## src/rtl/bk_operand_sequencer_pkg.sv

```systemverilog
// Shared definitions for the Brent-Kung adder operand sequencer.
//   - Default operand/result/counter widths, so the adder, the sequencer
//     and the top-level mux all agree.
//   - Sequencer state encoding.
package bk_operand_sequencer_pkg;

    localparam int WIDTH_DEF = 6;
    localparam int SUM_W_DEF = 8;
    localparam int CNT_W_DEF = 8;

    typedef enum logic [1:0] {
        IDLE   = 2'd0,
        WAIT_B = 2'd1,
        EVAL   = 2'd2,
        HOLD   = 2'd3
    } seq_state_t;

endpackage : bk_operand_sequencer_pkg

```

## src/rtl/bk_operand_sequencer_sat_counter.sv

```systemverilog
// bk_sat_counter: CNT_W-bit saturating incrementer with synchronous enable.
//   clk   : clock
//   rst_n : asynchronous active-low reset (count -> 0)
//   en    : increment on this edge (no effect once all-ones)
//   count : current count value
module bk_sat_counter #(
    parameter int CNT_W = 8
) (
    input  logic             clk,
    input  logic             rst_n,
    input  logic             en,
    output logic [CNT_W-1:0] count
);

    always_ff @(posedge clk or negedge rst_n) begin
        if (!rst_n) begin
            count <= '0;
        end else if (en && (count != '1)) begin
            count <= count + 1'b1;
        end
    end

endmodule : bk_sat_counter

```

## src/rtl/bk_operand_sequencer.sv

```systemverilog
// bk_operand_sequencer: upstream feeder for the 6-bit Brent-Kung adder.
// Collects A, B and carry-in from a valid/ready beat stream, holds them on
// the adder inputs, waits one settle cycle, captures the result and holds it
// until acknowledged. Accumulate mode reuses the last result as operand A.
//   clk, rst_n          : clock, asynchronous active-low reset
//   clear               : synchronous soft clear (keeps res_data, op_count)
//   in_data/in_cin      : operand beat / carry-in (carry taken with B beat)
//   in_valid/in_ready   : beat handshake
//   acc_mode            : first beat in IDLE is operand B, A = previous result
//   op_a/op_b/op_cin    : registered adder operands
//   sum_in              : combinational adder result
//   res_data/res_valid  : held result, released by res_ack
//   busy                : sequencer not idle
//   op_count            : saturating count of completed operations
module bk_operand_sequencer
    import bk_operand_sequencer_pkg::*;
#(
    parameter int WIDTH = WIDTH_DEF,
    parameter int SUM_W = SUM_W_DEF,
    parameter int CNT_W = CNT_W_DEF
) (
    input  logic             clk,
    input  logic             rst_n,
    input  logic             clear,
    input  logic [WIDTH-1:0] in_data,
    input  logic             in_cin,
    input  logic             in_valid,
    output logic             in_ready,
    input  logic             acc_mode,
    output logic [WIDTH-1:0] op_a,
    output logic [WIDTH-1:0] op_b,
    output logic             op_cin,
    input  logic [SUM_W-1:0] sum_in,
    output logic [SUM_W-1:0] res_data,
    output logic             res_valid,
    input  logic             res_ack,
    output logic             busy,
    output logic [CNT_W-1:0] op_count
);

    seq_state_t       state;
    seq_state_t       state_nxt;
    logic [WIDTH-1:0] acc_reg;
    logic             acc_valid;
    logic             beat;
    logic             take_acc;
    logic             count_en;

    assign beat     = in_valid && in_ready;
    // A first beat in accumulate mode is operand B; A comes from acc_reg.
    assign take_acc = (state == IDLE) && acc_mode && acc_valid;
    // clear wins over EVAL, so a cleared evaluation does not count.
    assign count_en = (state == EVAL) && !clear;

    // State register
    always_ff @(posedge clk or negedge rst_n) begin
        if (!rst_n) begin
            state <= IDLE;
        end else if (clear) begin
            state <= IDLE;
        end else begin
            state <= state_nxt;
        end
    end

    // Next-state logic
    always_comb begin
        state_nxt = state;
        unique case (state)
            IDLE:    if (beat) state_nxt = take_acc ? EVAL : WAIT_B;
            WAIT_B:  if (beat) state_nxt = EVAL;
            EVAL:    state_nxt = HOLD;
            HOLD:    if (res_ack) state_nxt = IDLE;
            default: state_nxt = IDLE;
        endcase
    end

    // Outputs decoded from state only; no path from in_valid to in_ready.
    always_comb begin
        in_ready = (state == IDLE) || (state == WAIT_B);
        busy     = (state != IDLE);
    end

    // Operand, result and accumulator registers
    always_ff @(posedge clk or negedge rst_n) begin
        if (!rst_n) begin
            op_a      <= '0;
            op_b      <= '0;
            op_cin    <= 1'b0;
            res_data  <= '0;
            res_valid <= 1'b0;
            acc_reg   <= '0;
            acc_valid <= 1'b0;
        end else if (clear) begin
            op_a      <= '0;
            op_b      <= '0;
            op_cin    <= 1'b0;
            res_valid <= 1'b0;
            acc_valid <= 1'b0;
        end else begin
            unique case (state)
                IDLE: begin
                    if (beat) begin
                        if (take_acc) begin
                            op_a   <= acc_reg;
                            op_b   <= in_data;
                            op_cin <= in_cin;
                        end else begin
                            op_a <= in_data;
                        end
                    end
                end
                WAIT_B: begin
                    if (beat) begin
                        op_b   <= in_data;
                        op_cin <= in_cin;
                    end
                end
                EVAL: begin
                    res_data  <= sum_in;
                    res_valid <= 1'b1;
                    // Carry-out and upper bits drop: chaining wraps mod 2^WIDTH.
                    acc_reg   <= sum_in[WIDTH-1:0];
                    acc_valid <= 1'b1;
                end
                HOLD: begin
                    if (res_ack) res_valid <= 1'b0;
                end
                default: ;
            endcase
        end
    end

    bk_sat_counter #(
        .CNT_W (CNT_W)
    ) u_op_counter (
        .clk   (clk),
        .rst_n (rst_n),
        .en    (count_en),
        .count (op_count)
    );

endmodule : bk_operand_sequencer

```

## config.mk

```make
export PLATFORM = sky130hd
export DESIGN_NAME = bk_operand_sequencer
export DESIGN_NICKNAME = d
export VERILOG_FILES = /design/src/rtl/bk_operand_sequencer_pkg.sv /design/src/rtl/bk_operand_sequencer_sat_counter.sv /design/src/rtl/bk_operand_sequencer.sv
export SDC_FILE = /design/constraint.sdc
export NUM_CORES = 1
export LEC_CHECK = 0
export CORE_MARGIN = 2
export CORE_UTILIZATION = 45
export DETAILED_ROUTE_END_ITERATION = 8
export GPL_TIMING_DRIVEN = 0
export PLACE_DENSITY = 0.79
export SLEW_MARGIN = 20
export SYNTH_ARGS = -nofsm -noshare
export SYNTH_HDL_FRONTEND = slang
export SYNTH_SLANG_ARGS = --single-unit
```

## constraint.sdc

```tcl
create_clock -name clk -period 2.5 [get_ports clk]
set_input_delay 0.25 -clock clk [delete_from_list [all_inputs] [get_ports clk]]
set_output_delay 0.25 -clock clk [all_outputs]
set_load 0.005 [all_outputs]
```

==> results.md <==
* Critical path arrival at 1.80 ns
* Crit-path max cell delay at 0.45 ns
* Number of global-route vias before repair at 1265
* Power Internal at 1358 uW
* N_diodes at 0
* DP HPWL at 2677 um
* Tot GR Track Use at 19.62%
* Top post-synthesis cells by count: dfrtp_1, mux2_2, nor2b_1
* Rel. slew slack at 52.66%
* Hold Vio Cnt, Final at 0
* Max stage delay cell, worst path: clkdlybuf4s50_1
* Antenna violations before repair at 0
* Register share of total power at 42.5%
* Critical Path Source: state[0]
* WHS at 0.5008 ns
* Post-CTS Setup Inserts at 0
* Core Region at 3337 um^2
* Number of placement rows at 21
* Post-synth top area cell: dfrtp_1
* Clk buf depth at 2
* R2r setup slk at 0.52 ns
* First-pass GRT wire length at 5961 um
* Slew @ Worst Pin at 0.7102 ns
* Crit share post-route at 81.84%
* Worst skew pair latency at 0.32 ns
* Leak at 0.0009500 uW
* CTS tree: built
* Final ANT Viol Nets at 0
* Worst vdd ir at 0.4646 mV
* I/O pin count at 53
* WS Path Type: reg -> out
* Max_cap viols at 0
* Data required, critical path at 2.25 ns
* PD cells at 898.0 nW/um^2
* Setup Skew at 0.005432 ns
* Worst R2R Path Depth at 6
* Share of layout cells above drive strength 1 at 14.51%
* Critical Path End Type: primary output
* Port Buffer Count at 52
* H-tree levels at 2
* Post-synthesis cell area at 1556 um^2
* Top cell type's share of synthesized area at 53.05%
* Clock Pin Slew Worst Setup and Hold Paths at 0.09 ns
* Status: finished clean
* Setup TNS at 0 ns
* Async SR Flop Fraction at 100.0%
* Hold Crit Class: reg -> reg
* P_sw at 607.5 uW
* Drt first pass iters at 4
* Register area share after synthesis at 53.05%
* Iteration-0 DRC Markers at 41
* Die Span Y at 62.81 um
* Max-slew violations at 0
* Post-Syn Nets at 159
* Count leader, synth: dfrtp_1
* Final #Nets at 219
* Reg2reg end: op_cin
* CP Capture Point: in_ready
* Cell variety after synth at 29
* WL/cell at 14.58 um
* Dominant synthesized flop cell: dfrtp_1
* Placer congestion estimate at 0.8899
* Vias at 1239
* Top cells by area, synth: dfrtp_1, mux2_2, ha_1, nor2b_1, mux2i_1
* GRT overflow at 0
* Worst r2r src: state[0]
* Crit-path cells: inv_1, ha_1, or2_2, clkdlybuf4s50_1
* Routed WL at 3485 um
* Syn Inst Count at 132
* # setup viols final at 0
* Root buffer cell: clkbuf_4
* Die ar. at 3945 um^2
* Synth Warn # at 0
* CP Max Fanout at 4
* Gate power share at 43.6%
* Unrepaired setup endpoints after global routing: false
* Post-route DRC at 0
* Setup crit start kind: flop
* Vias/cell at 5.184
* Post-synthesis sequential element count at 33
* CTS Buf Count at 5
* Post-synth EDFFs at 0
* Sw Share at 30.92%
* Syn Area/Cell at 11.79 um^2
* Largest net degree at the start of global routing at 34
* Highest Clock Rate at 488.8 MHz
* Clock Sinks at 33
* Die width at 62.81 um
* Period minus WS final at 2.046 ns
* Clk network pwr share at 14.0%
* Initial Util at 46.64%
* Area growth syn-to-layout at 40.59%
[worst min-delay path by stage]
stage                         start               endpoint  cells past startpoint
after global placement      op_a[5]                op_a[5]                      2
after floorplan               rst_n              acc_valid                      0
after global routing      sum_in[0]            res_data[0]                      2
final                       op_a[3]                op_a[3]                      2
after detailed placement      rst_n  u_op_counter.count[3]                      1
after CTS                   op_a[5]                op_a[5]                      2
[per-layer routing]
metal	wire (um)	global-route usage, %	vias up	part of all wire, %
met2	1805	34.27	41	52
li1	-	-	588	-
met4	74	9.167	0	2.1
met1	1460	23.09	602	42
met3	145	3.964	8	4.2
met5	0	0	-	0
[sequential cells by signal, indices dropped and copies added (netlist names)]
signal / count
acc_valid: 1
op_a: 6
op_b: 6
op_cin: 1
res_data: 8
res_valid: 1
state: 2
u_op_counter.count: 8
[per-stage QoR]
| stage | power, uW | worst slack, ns | instances | cell area (um^2) | utilization, % |
|---|---|---|---|---|---|
| 2_1_floorplan | 1205 | 0.6867 | 132 | 1556 | - |
| 3_3_place_gp | 1668 | 0.5521 | 230 | 2135 | 63.97 |
| 3_5_place_dp | 1712 | 0.5320 | 230 | 2130 | 63.82 |
| 4_1_cts | 1992 | 0.4405 | 239 | 2188 | 65.58 |
| 5_1_grt | 2105 | 0.3458 | 239 | 2188 | 65.58 |
| 6_report | 1965 | 0.4540 | 239 | 2188 | 65.58 |
[power by group through the flow]
stage / combinational [uW] / sequential [uW] / clock (uW)
after CTS: 870 / 837 / 285
after global routing: 937 / 860 / 309
after global placement: 836 / 833 / 0
after floorplan: 370 / 835 / 0
after detailed placement: 863 / 848 / 0
final: 856 / 835 / 275
[logic make-up (layout without fill, tap and decap cells)]
logic type      after synthesis  count (layout)  share of synthesized area [%]
compound gates               26              26                          10.53
buf+inv                       8              69                          2.251
mux                          22              22                          15.43
simple gates                 34              34                          12.22
flops                        33              33                          53.05
xor+xnor                      3               3                          1.688
fa+ha+maj                     6               6                          4.823
[final cells by class]
class	instances	area [um^2]
well taps	46	57.56
clock buffers	8	48.80
repair buffers	53	525.5
flip-flops and latches	33	825.8
plain buffers	3	16.27
fillers	296	1149
multi-input cells	91	695.7
inverters	5	18.77
[timing repair]
item / in CTS / in global routing
gates resized for setup: 0 / 0
hold buffers: 1 / 0
hold endpoints to repair: 9 / 0
[worst max-delay path, delay by kind of cell, from the launching register on]
family                   cells  cell delay, ns
buffers and inverters        2            0.56
flip-flops                   1            0.43
AND/OR/NAND/NOR              1            0.27
adder cells (fa/ha/maj)      1            0.23
[cells in the final DEF (no fill, tap or decap), types with 2 or more instances in the layout]
| master | netlist | final |
|---|---|---|
| a21oi_1 | 6 | 6 |
| a31oi_1 | 5 | 5 |
| and3_1 | 3 | 3 |
| buf_2 | 1 | 2 |
| clkbuf_1 | 1 | 4 |
| clkbuf_4 | 0 | 5 |
| clkdlybuf4s50_1 | 0 | 51 |
| dfrtp_1 | 33 | 33 |
| ha_1 | 6 | 6 |
| inv_1 | 5 | 5 |
| mux2_2 | 16 | 16 |
| mux2i_1 | 6 | 6 |
| nand2_1 | 8 | 8 |
| nand3_1 | 2 | 2 |
| nand3b_1 | 2 | 2 |
| nor2_1 | 4 | 4 |
| nor2b_1 | 10 | 10 |
| o21ai_0 | 8 | 8 |
| o2bb2ai_1 | 2 | 2 |
| xnor2_1 | 3 | 3 |
Note: power is estimated with default switching activity, not from simulation.
